--- src/rtl/dispatch_ctrl.sv ---
// Dispatch controller: one-entry holding register between rename and the RS/ROB.
// Optional performance counters are built only when DISPATCH_PERF_CNT_EN is defined.
package dispatch_pkg;
  typedef struct packed {
    logic [6:0] opcode;
    logic [5:0] prd;
    logic [5:0] prs1;
    logic [5:0] prs2;
    logic [4:0] rob_tag;
  } renamed_instr_t;
endpackage

module dispatch_ctrl
  import dispatch_pkg::*;
#(
  parameter int CNT_W = 32
) (
  input  logic           clk,
  input  logic           rst,
  input  logic           flush,
  input  logic           in_valid,
  input  renamed_instr_t in_instr,
  input  logic [1:0]     in_fu_type,
  output logic           in_ready,
  input  logic           alu_full,
  input  logic           br_full,
  input  logic           lsu_full,
  input  logic           rob_full,
  input  logic           rob_empty,
  output logic           alu_dispatch_en,
  output logic           br_dispatch_en,
  output logic           lsu_dispatch_en,
  output logic           rob_alloc_en,
  output renamed_instr_t dispatch_instr
`ifdef DISPATCH_PERF_CNT_EN
  ,
  output logic [CNT_W-1:0] stall_rs_cnt,
  output logic [CNT_W-1:0] stall_rob_cnt
`endif
);

  typedef enum logic [1:0] {EMPTY, HELD, SERIAL_WAIT} state_t;

  state_t         state_reg;
  renamed_instr_t instr_reg;
  logic [1:0]     fu_reg;

  logic       target_full;
  logic       fire;
  logic       go;
  logic       accept;
  logic [1:0] target;
  logic [2:0] dispatch_vec;

  // Serial instructions execute on the ALU, so they share its RS and full flag.
  assign target = (fu_reg == 2'd3) ? 2'd0 : fu_reg;

  always_comb begin
    target_full = alu_full;
    case (target)
      2'd1:    target_full = br_full;
      2'd2:    target_full = lsu_full;
      default: target_full = alu_full;
    endcase
  end

  always_comb begin
    fire = 1'b0;
    case (state_reg)
      HELD:        fire = !target_full && !rob_full;
      SERIAL_WAIT: fire = rob_empty && !alu_full && !rob_full;
      default:     fire = 1'b0;
    endcase
  end

  assign go       = fire && !flush && !rst;
  assign in_ready = !rst && !flush && ((state_reg == EMPTY) || fire);
  assign accept   = in_valid && in_ready;

  generate
    for (genvar gi = 0; gi < 3; gi++) begin : g_strobe
      assign dispatch_vec[gi] = go && (target == 2'(gi));
    end
  endgenerate

  assign alu_dispatch_en = dispatch_vec[0];
  assign br_dispatch_en  = dispatch_vec[1];
  assign lsu_dispatch_en = dispatch_vec[2];
  assign rob_alloc_en    = go;
  assign dispatch_instr  = instr_reg;

  always_ff @(posedge clk) begin
    if (rst || flush) begin
      state_reg <= EMPTY;
    end else if (accept) begin
      instr_reg <= in_instr;
      fu_reg    <= in_fu_type;
      state_reg <= (in_fu_type == 2'd3) ? SERIAL_WAIT : HELD;
    end else if (fire) begin
      state_reg <= EMPTY;
    end
  end

`ifdef DISPATCH_PERF_CNT_EN
  logic stalled;
  logic stall_rs;
  logic stall_rob;

  // A full RS is blamed first; any remaining stall is down to the ROB.
  assign stalled   = (state_reg != EMPTY) && !fire && !flush;
  assign stall_rs  = stalled && target_full;
  assign stall_rob = stalled && !target_full;

  always_ff @(posedge clk) begin
    if (rst) begin
      stall_rs_cnt  <= '0;
      stall_rob_cnt <= '0;
    end else begin
      if (stall_rs && !(&stall_rs_cnt))
        stall_rs_cnt <= stall_rs_cnt + 1'b1;
      if (stall_rob && !(&stall_rob_cnt))
        stall_rob_cnt <= stall_rob_cnt + 1'b1;
    end
  end
`endif

endmodule

--- config.mk ---
export PLATFORM = sky130hd
export DESIGN_NAME = dispatch_ctrl
export DESIGN_NICKNAME = d
export VERILOG_FILES = /design/src/rtl/dispatch_ctrl.sv
export SDC_FILE = /design/constraint.sdc
export NUM_CORES = 1
export LEC_CHECK = 0
export ABC_AREA = 1
export BUFFER_PORTS_ARGS = -buffer_cell sky130_fd_sc_hd__buf_4
export CELL_PAD_IN_SITES_DETAIL_PLACEMENT = 0
export CELL_PAD_IN_SITES_GLOBAL_PLACEMENT = 2
export CORE_ASPECT_RATIO = 1.5
export CORE_UTILIZATION = 25
export DETAILED_ROUTE_END_ITERATION = 10
export PLACE_DENSITY = 0.75
export SLEW_MARGIN = 5
export SYNTH_ARGS = -nofsm -noshare
export SYNTH_HDL_FRONTEND = slang
export SYNTH_SLANG_ARGS = --single-unit
--- constraint.sdc ---
create_clock -name clk -period 2.45 [get_ports clk]
set_input_delay 0.245 -clock clk [delete_from_list [all_inputs] [get_ports clk]]
set_output_delay 0.245 -clock clk [all_outputs]
set_load 0.01 [all_outputs]
==> results.txt <==
drt first pass iters -> 4
crit-path max cell delay -> 0.37 ns
Setup Crit Path Kind -> reg -> reg
Yosys cell types -> 14
Final TNS setup -> 0 ns
Max-Cap Viols -> 0
FFs w/ async S/R, synth -> 0
global-route wire length before repair -> 4390 um
clk_skew -> 0.00617 ns
initial core utilization -> 0.260
most common cell in the netlist -> edfxtp_1
Critical Path, Cell by Cell -> inv_1 > ha_1 > nand2_1 > inv_1 > nor2_2 > nand3_4 > nand2_4 > nand3_2 > inv_1 > buf_4
worst r2r src -> fu_reg[0]
met3 usage -> 0.0376
total CTS buffers -> 5
CTS Buffer Depth -> 2
post-synth net total -> 128
synthesized area per cell -> 15.2 sq um
WP data arrival -> 1.93 ns
endpoint class of the critical path -> flop
DP Worst Slack -> 0.442 ns
hold buffer count at CTS -> 0
max reg flops -> 30
layout cells sized above 1 -> 0.536
startpoint types -> flop
# Post-CTS Setup Buffers -> 0
Die Area -> 0.00534 sq mm
outcome -> completed
setup ws final -> 0.455 ns
Worst-Margin Slew -> 0.420 ns
Rows -> 31
Worst-path clk slew -> 0.07 ns
die height -> 89.0 um
Main synth FF type -> edfxtp_1
final period utilization -> 0.814
routed vias/inst -> 3.95
Final GP Congestion -> 0.708
crit path max fanout -> 32
R2R Setup Slk -> 0.45 ns
synth warn -> 0
number of nets with antenna violations after routing -> 0
CORE AREA -> 0.00485 sq mm
CTS tree -> done
GR Util met2 -> 0.229
DRT iter0 DRCs -> 18
Synth top cells by count -> edfxtp_1, inv_1, nand2_1, nor2_1, ha_1
CP max-delay cell -> buf_4
Antenna diodes -> 0
Post-synth EDFFs -> 32
htree depth -> 2
hold_sp -> in_instr[18]
worst hold stages -> 1
fin crit period -> 2.00 ns
WHS -> 0.134 ns
CTS resizes -> 0
WL per Instance -> 12.3 um
number of remaining DRC errors -> 0
FF-to-FF End -> dispatch_instr[1]
Die Wd -> 60.0 um
FILL cells -> 481
Top Ports -> 76
Clk Latency, worst-skew pair -> 0.28 ns
synthesized area -> 0.00126 sq mm
net switching fraction of the power -> 0.188
flops & latches, synth -> 34
Mapped Cells -> 83
total vias in the final route -> 916
top-area cell type share of the netlist area -> 0.761
post-layout util -> 0.416
Tot Pwr -> 1250 uW
Psw -> 235 uW
largest net degree at the start of global routing -> 33
Reg2Reg Depth -> 10
critical path required time -> 2.38 ns
Max-slew headroom -> 0.720
Leak Pwr -> 0.000897 uW
Sequential Power Share -> 0.529
remaining global-route overflow -> 0
Synth area leader -> edfxtp_1
PD cells -> 618 mW/mm^2
final setup fails -> 0
FMAX -> 0.501 GHz
clock network power share -> 0.385
initial antenna violation count -> 0
max-slew violations -> 0
Hold WC Path Type -> in -> reg
vias in the first global route -> 928
top cells by area, synth -> edfxtp_1, inv_1, ha_1
Root Driver -> clkbuf_8
met1 Use GR -> 0.100
Logic pwr share -> 0.086
Post-Route WL -> 2860 um
Final nets -> 211
port buffer count -> 75
Int Pwr -> 1010 uW
unrepaired setup endpoints after global routing -> no
CP dominant cell by count -> inv_1
GRT Resource Usage Total -> 0.119
synth-to-layout area growth -> 59.9%
detailed-placement wirelength estimate -> 2270 um
Final Hold Vio Count -> 0
sequential area share after synthesis -> 0.793
VDD IR-drop max -> 397 uV
TritonCTS Sinks -> 34
Hold Path Sink -> dispatch_instr[18]
busiest grt layer -> met2
-- worst max-delay path: cells and delay by family (launching register included) --
kind / cells / cell delay [ns]
adders and majority gates: 1 / 0.32
buffers and inverters: 4 / 0.52
DFF: 1 / 0.35
and+or+nand+nor: 5 / 0.45
-- power by group through the flow --
stage / sequential, uW / combinational (uW) / clock (uW)
after floorplan: 680 / 22.9 / 0
after global placement: 672 / 107 / 0
after detailed placement: 673 / 110 / 0
after CTS: 660 / 110 / 497
after global routing: 661 / 117 / 517
final: 660 / 108 / 481
-- routing by layer --
| metal | wire length, um | vias to the layer above |
|---|---|---|
| met5 | 0 | - |
| li1 | - | 438 |
| met4 | 80 | 0 |
| met3 | 228 | 7 |
| met2 | 1640 | 46 |
| met1 | 915 | 425 |
-- per-stage QoR --
| step | cells | area [sq um] |
|---|---|---|
| 2_1_floorplan | 83 | 1260 |
| 3_3_place_gp | 225 | 1920 |
| 3_5_place_dp | 225 | 1920 |
| 4_1_cts | 232 | 2020 |
| 5_1_grt | 232 | 2020 |
| 6_report | 232 | 2020 |
-- worst max path at each step --
| stage | from | to | slack, ns |
|---|---|---|---|
| global placement | fu_reg[0] | dispatch_instr[11] | 0.50 |
| CTS | fu_reg[0] | lsu_dispatch_en | 0.43 |
| floorplan | fu_reg[0] | dispatch_instr[0] | 0.29 |
| global route | fu_reg[0] | br_dispatch_en | 0.29 |
| detailed placement | fu_reg[0] | dispatch_instr[12] | 0.44 |
| finish | fu_reg[0] | dispatch_instr[1] | 0.45 |
-- cells in the final DEF (no fill, tap or decap), drive strengths merged --
| master | instances |
|---|---|
| inv | 18 |
| dfxtp | 2 |
| buf | 76 |
| nor2 | 7 |
| clkinv | 1 |
| nand4 | 1 |
| a21oi | 2 |
| bufinv | 1 |
| edfxtp | 32 |
| o21ai | 1 |
| nand2 | 14 |
| nand3 | 2 |
| ha | 4 |
| clkbuf | 5 |
-- kinds of logic (layout without fill, tap and decap cells) --
logic type | after synthesis | in the layout | share of synthesized area
adders and majority gates | 4 | 4 | 0.0396
AOI/OAI and AO/OA | 3 | 3 | 0.0149
buffers and inverters | 18 | 101 | 0.0535
DFF | 34 | 34 | 0.793
and+or+nand+nor | 24 | 24 | 0.0991
-- cell type report --
type | count | area (sq um) | area share
repair buffers | 76 | 571 | 0.283
well taps | 66 | 82.6 | 0.0409
multi-input cells | 31 | 194 | 0.0961
inverters | 18 | 67.6 | 0.0335
clock inverters | 2 | 33.8 | 0.0167
flip-flops and latches | 34 | 1000 | 0.496
clock buffers | 5 | 68.8 | 0.0341
No activity file was read; power rests on OpenSTA's default activity.
